===== src/rtl/mem_port_arbiter_pkg.sv =====
// rtl/mem_port_arbiter_pkg.sv - shared encodings and widths for the memory port arbiter
//
// Contents:
//   REG_BUS_W   : default data width of the core's register bus
//   INST_ADDR_W : default instruction address width
//   STARVE_W    : width of the IF starvation counter (holds up to 15)
//   owner_e     : which requester the SRAM response returning next cycle belongs to
package mem_port_arbiter_pkg;

    localparam int REG_BUS_W   = 32;
    localparam int INST_ADDR_W = 32;
    localparam int STARVE_W    = 4;

    typedef enum logic [1:0] {
        OWN_NONE = 2'd0,
        OWN_IF   = 2'd1,
        OWN_MEM  = 2'd2
    } owner_e;

endpackage


===== src/rtl/mem_port_arbiter_resp_hold.sv =====
// rtl/mem_port_arbiter_resp_hold.sv - per-requester read response hold register
//
// Ports:
//   clk, rst   : clock, synchronous active-high reset
//   resp_due   : the SRAM output this cycle belongs to this requester
//   sram_rdata : raw SRAM read data
//   rvalid     : response valid for this requester
//   rdata      : live SRAM data in the response cycle, last captured value otherwise
module mem_port_arbiter_resp_hold
    import mem_port_arbiter_pkg::*;
#(
    parameter int DATA_W = REG_BUS_W
) (
    input  logic              clk,
    input  logic              rst,
    input  logic              resp_due,
    input  logic [DATA_W-1:0] sram_rdata,
    output logic              rvalid,
    output logic [DATA_W-1:0] rdata
);

    logic [DATA_W-1:0] hold_q;

    always_ff @(posedge clk) begin
        if (rst) begin
            hold_q <= '0;
        end else if (resp_due) begin
            hold_q <= sram_rdata;
        end
    end

    // Reset discards a response that is already on the SRAM output.
    assign rvalid = resp_due & ~rst;
    assign rdata  = rst ? '0 : (resp_due ? sram_rdata : hold_q);

endmodule


===== src/rtl/mem_port_arbiter.sv =====
// rtl/mem_port_arbiter.sv - shares one single-port SRAM between instruction fetch and data access
//
// Optional feature macro: ARB_PERF_CNT_EN (builds the two performance counters;
// without it both perf ports are tied to 0).
//
// Ports:
//   clk, rst                    : clock, synchronous active-high reset
//   if_req/if_addr              : IF read request, held until if_gnt
//   if_gnt/if_rvalid/if_rdata   : IF grant, response valid (next cycle), held read data
//   mem_req/mem_wen/mem_addr/mem_wdata : MEM request (wen == 0 means read), held until mem_gnt
//   mem_gnt/mem_rvalid/mem_rdata: MEM grant, response valid (reads only), held read data
//   stallreq_if/stallreq_mem    : requester present but not granted
//   sram_en/sram_wen/sram_addr/sram_wdata/sram_rdata : SRAM port, 1-cycle read latency
//   perf_conflict_cnt           : cycles with both requests present
//   perf_if_stall_cnt           : cycles with IF denied
module mem_port_arbiter
    import mem_port_arbiter_pkg::*;
#(
    parameter int ADDR_W     = INST_ADDR_W,
    parameter int DATA_W     = REG_BUS_W,
    parameter int STARVE_MAX = 3
) (
    input  logic              clk,
    input  logic              rst,
    input  logic              if_req,
    input  logic [ADDR_W-1:0] if_addr,
    output logic              if_gnt,
    output logic              if_rvalid,
    output logic [DATA_W-1:0] if_rdata,
    input  logic              mem_req,
    input  logic [3:0]        mem_wen,
    input  logic [ADDR_W-1:0] mem_addr,
    input  logic [DATA_W-1:0] mem_wdata,
    output logic              mem_gnt,
    output logic              mem_rvalid,
    output logic [DATA_W-1:0] mem_rdata,
    output logic              stallreq_if,
    output logic              stallreq_mem,
    output logic              sram_en,
    output logic [3:0]        sram_wen,
    output logic [ADDR_W-1:0] sram_addr,
    output logic [DATA_W-1:0] sram_wdata,
    input  logic [DATA_W-1:0] sram_rdata,
    output logic [31:0]       perf_conflict_cnt,
    output logic [31:0]       perf_if_stall_cnt
);

    localparam logic [STARVE_W-1:0] STARVE_LIM = STARVE_W'(STARVE_MAX);

    owner_e              owner_q, owner_d;
    logic [STARVE_W-1:0] starve_q, starve_d;
    logic                starve_hit;

    assign starve_hit = (starve_q == STARVE_LIM);

    // Grants: MEM holds the older instruction so it wins, unless IF has been
    // starved long enough. Nothing is granted while reset is held.
    always_comb begin
        if_gnt  = 1'b0;
        mem_gnt = 1'b0;
        if (!rst) begin
            if (if_req && (!mem_req || starve_hit)) begin
                if_gnt = 1'b1;
            end else if (mem_req) begin
                mem_gnt = 1'b1;
            end
        end
    end

    assign stallreq_if  = ~rst & if_req  & ~if_gnt;
    assign stallreq_mem = ~rst & mem_req & ~mem_gnt;

    always_comb begin
        sram_en    = if_gnt | mem_gnt;
        sram_wen   = 4'b0000;
        sram_addr  = '0;
        sram_wdata = '0;
        if (if_gnt) begin
            sram_addr = if_addr;
        end else if (mem_gnt) begin
            sram_addr  = mem_addr;
            sram_wen   = mem_wen;
            sram_wdata = mem_wdata;
        end
    end

    // Response owner and starvation counter: state register plus next-state logic.
    always_ff @(posedge clk) begin
        if (rst) begin
            owner_q  <= OWN_NONE;
            starve_q <= '0;
        end else begin
            owner_q  <= owner_d;
            starve_q <= starve_d;
        end
    end

    always_comb begin
        owner_d  = OWN_NONE;
        starve_d = starve_q;
        if (if_gnt) begin
            owner_d = OWN_IF;
        end else if (mem_gnt && (mem_wen == 4'b0000)) begin
            owner_d = OWN_MEM;
        end
        // Writes fall through to OWN_NONE: they produce no response.
        if (!if_req || if_gnt) begin
            starve_d = '0;
        end else if (mem_gnt && !starve_hit) begin
            starve_d = starve_q + 1'b1;
        end
    end

    mem_port_arbiter_resp_hold #(.DATA_W(DATA_W)) u_if_hold (
        .clk        (clk),
        .rst        (rst),
        .resp_due   (owner_q == OWN_IF),
        .sram_rdata (sram_rdata),
        .rvalid     (if_rvalid),
        .rdata      (if_rdata)
    );

    mem_port_arbiter_resp_hold #(.DATA_W(DATA_W)) u_mem_hold (
        .clk        (clk),
        .rst        (rst),
        .resp_due   (owner_q == OWN_MEM),
        .sram_rdata (sram_rdata),
        .rvalid     (mem_rvalid),
        .rdata      (mem_rdata)
    );

`ifdef ARB_PERF_CNT_EN
    logic [31:0] conflict_q;
    logic [31:0] if_stall_q;

    always_ff @(posedge clk) begin
        if (rst) begin
            conflict_q <= '0;
            if_stall_q <= '0;
        end else begin
            if (if_req && mem_req) begin
                conflict_q <= conflict_q + 32'd1;
            end
            if (stallreq_if) begin
                if_stall_q <= if_stall_q + 32'd1;
            end
        end
    end

    assign perf_conflict_cnt = conflict_q;
    assign perf_if_stall_cnt = if_stall_q;
`else
    assign perf_conflict_cnt = 32'd0;
    assign perf_if_stall_cnt = 32'd0;
`endif

endmodule


===== config.mk =====
export PLATFORM = sky130hd
export DESIGN_NAME = mem_port_arbiter
export DESIGN_NICKNAME = d
export VERILOG_FILES = /design/src/rtl/mem_port_arbiter_pkg.sv /design/src/rtl/mem_port_arbiter_resp_hold.sv /design/src/rtl/mem_port_arbiter.sv
export SDC_FILE = /design/constraint.sdc
export NUM_CORES = 1
export LEC_CHECK = 0
export BUFFER_PORTS_ARGS = -buffer_cell sky130_fd_sc_hd__buf_2
export CAP_MARGIN = 30
export CORE_AREA = 2 2 131 133
export DETAILED_ROUTE_END_ITERATION = 8
export DIE_AREA = 0 0 133 135
export HOLD_SLACK_MARGIN = 0.15
export PLACE_DENSITY = 0.51
export SETUP_SLACK_MARGIN = 0.3
export SYNTH_ARGS = -nofsm -noshare
export SYNTH_HDL_FRONTEND = slang
export SYNTH_SLANG_ARGS = --single-unit

===== constraint.sdc =====
create_clock -name clk -period 1.9 [get_ports clk]
set_clock_uncertainty 0.2 [all_clocks]
set_input_delay 0.38 -clock clk [delete_from_list [all_inputs] [get_ports clk]]
set_output_delay 0.38 -clock clk [all_outputs]
set_load 0.1 [all_outputs]

==> results.toml <==
[outcome]
run_status = "finished with violations"
failed_checks = "setup timing"

[worst_setup_path]
crit_type = "reg2out"
cp.required_ps = 1320
cp-start-kind = "flop"
crit_fanout = 8
cp.arrival_ps = 1980
cp-end-kind = "primary output"
r2r.worst_path.cells = 8

[hold_path]
holdPathStages = 3
min_path_type = "in2reg"

[cts]
cts_tree = "done"
cts.sinks = 70
clock_latency_ps = 330
cts_buffer_depth = 2
clkTransAtPathRegs_ps = 60
cts_made_buffers = 9
cts-root-buf = "clkbuf_16"
ctsHtreeMaxLevel = 3

[sta]
fin_crit_ps = 2560
slew-limit-headroom = 0.496
finalSetupViolCount = 138
rsz0062_at_grt = "true"
drv_slew = 0
hold_viol = 0
finalCritPeriodShare = 1.35
whs_ps = 145
worst_pin_slew_ps = 755
fmax_mhz = 391
layout_setup_ws_ps = -660

[global_route]
antenna_found_initial = 5
grt_pass1_vias = 4735
gr-total-overflow = 0
grt_max_degree = 29
grt_pass1_wl_um = 27800
grt_util_all_layers = 0.203

[die]
start_util = 0.217
io_pins = 339
core_mm2 = 0.0164
die-area_mm2 = 0.0180
std_cell_rows = 47
fp.dieW_um = 133
die_y_um = 135

[route]
drtIter0Drc = 103
viasPerCell = 4.22
drt-total-wl_um = 18500
ant_nets = 0
drc = 0
avgRoutedWirePerCell_um = 18.1
vias = 4291
firstDrtPassIters = 4

[logic_synthesis]
yosysWarnings = 0
ys_types = 25
netlist.area_leader.share = 0.394
yosys-top-cells-area = "dfxtp_1 39%, buf_4 14%, nand2_1 14%"
ys_seq_area_frac = 0.394
syn_inst = 458
synth.avg_cell_area_um2 = 7.76
syn_area_mm2 = 0.00355
ys_ff_latch = 70
yosysTopAreaCell = "dfxtp_1"

[pwr]
ir_worst_vdd_mv = 0.540
power_w = 0.00574
power_per_cell_area_mw_per_mm2 = 557
power_leakage_nw = 4.53

[finish]
fillers = 1275
ff_latch_area_mm2 = 0.00141
final_area_mm2 = 0.0103
layout.nets = 925
area_growth_pct = 190
multi_input_area_mm2 = 0.00369
drive_above_1_share = 0.813

[placed_design]
port-buffer-count = 274
dpl_cell_area_mm2 = 0.00878
place.gp.congestion = 0.826
place_hpwl_um = 14000

[flow_run]
maxCapViolCount = 0
[state kept, by name, summed over array words and instances (netlist names)]
register           cells
u_mem_hold.hold_q     32
owner_q                2
u_if_hold.hold_q      32
starve_q               4
[final cells by class]
cell class	instances	share of cell area
Antenna cell	4	0.000970
Clock buffer	12	0.0229
Clock inverter	4	0.00461
Multi-Input combinational cell	353	0.358
Sequential cell	70	0.137
Tap cell	220	0.0267
Timing Repair Buffer	354	0.450
[layer usage]
metal  up-vias  routed length [um]  GRT usage
li1       2043                   -          -
met1      2056                6140      0.202
met2       161               10500      0.393
met3        29                1370     0.0691
met4         2                 436     0.0699
met5         -                  13          0
[through the flow]
stage | TNS [ps] | util | std cells | setup slack, ps
after floorplan | -26380 | - | 521 | -366
after global placement | -22390 | 0.535 | 949 | -296
after detailed placement | -23650 | 0.535 | 949 | -311
after CTS | -65310 | 0.617 | 1005 | -669
after global routing | -73600 | 0.628 | 1015 | -745
final | -64190 | 0.629 | 1017 | -660
[cell usage in the layout, fill, tap and decap left out, types with 2 or more instances in the layout]
cell         n
buf_2      134
buf_16      13
diode_2      4
and2_4      36
nand2b_4     2
nand2_2     34
dfxtp_2      2
nand3b_1     2
dfxtp_4      2
dfxtp_1     66
nand2_4     93
conb_1      64
buf_6       16
a21oi_1      2
nor2_4       6
nor2b_4      2
nand2b_1     2
clkbuf_16    9
buf_4       31
clkinv_2     2
buf_12     157
a22o_4      29
clkbuf_1     3
a22o_2       3
and2_1       2
buf_8        2
a21oi_4     66
[synth_stat cells]
cell type,instances
nand2_1,128
dfxtp_1,70
a21oi_1,66
buf_4,66
and2_1,38
clkbuf_1,27
a22o_1,22
a22o_2,10
nor2_1,7
nand2b_1,4
buf_6,3
buf_2,2
nand3b_1,2
nor2b_1,2
a21oi_2,1
a21oi_4,1
conb_1,1
ha_1,1
nand3_1,1
nor3_1,1
nor3b_1,1
nor4_1,1
or2b_1,1
or3b_4,1
xor2_1,1
[path summary, 6_finish.rpt]
| path | endpoint | start | slack, ps |
|---|---|---|---|
| max | sram_addr[1] | starve_q[1]$_SDFFE_PP0P_ | -660 |
| min | u_if_hold.hold_q[31]$_DFF_P_ | sram_rdata[31] | 150 |
| max reg2reg | u_mem_hold.hold_q[17]$_DFF_P_ | owner_q[1]$_SDFF_PP0_ | 310 |
| min reg2reg | u_if_hold.hold_q[23]$_DFF_P_ | u_if_hold.hold_q[23]$_DFF_P_ | 290 |
[worst max-delay path: stages, from the launching register on]
cell,delay [ps]
dfxtp_2,350
ha_4,140
or3b_4,390
a21oi_4,190
buf_4,210
a22o_2,190
buf_12,170
[cell families after synthesis]
logic type / count (synthesis) / synth area share
and+or+nand+nor: 187 / 0.236
AOI/OAI and AO/OA: 100 / 0.182
buffers and inverters: 98 / 0.180
DFF: 70 / 0.394
xor gates and xnor gates: 1 / 0.00246
adders and majority gates: 1 / 0.00352
other: 1 / 0.00105
[power breakdown]
part           internal [W]  leakage (nW)  switching (W)
sequential          0.00150         0.569      0.0000167
clock               0.00101         0.137       0.000634
combinational      0.000779          3.82        0.00180
total               0.00329          4.53        0.00245
[timing repair]
action | 4_1_cts | 5_1_grt
resized for setup | 122 | 31
pin swaps | 86 | 38
buffers inserted | 26 | 8
setup endpoints to repair | 139 | 142
cloned | 14 | 0
hold endpoints to repair | 11 | 2
Note: power is estimated with default switching activity, not from simulation.
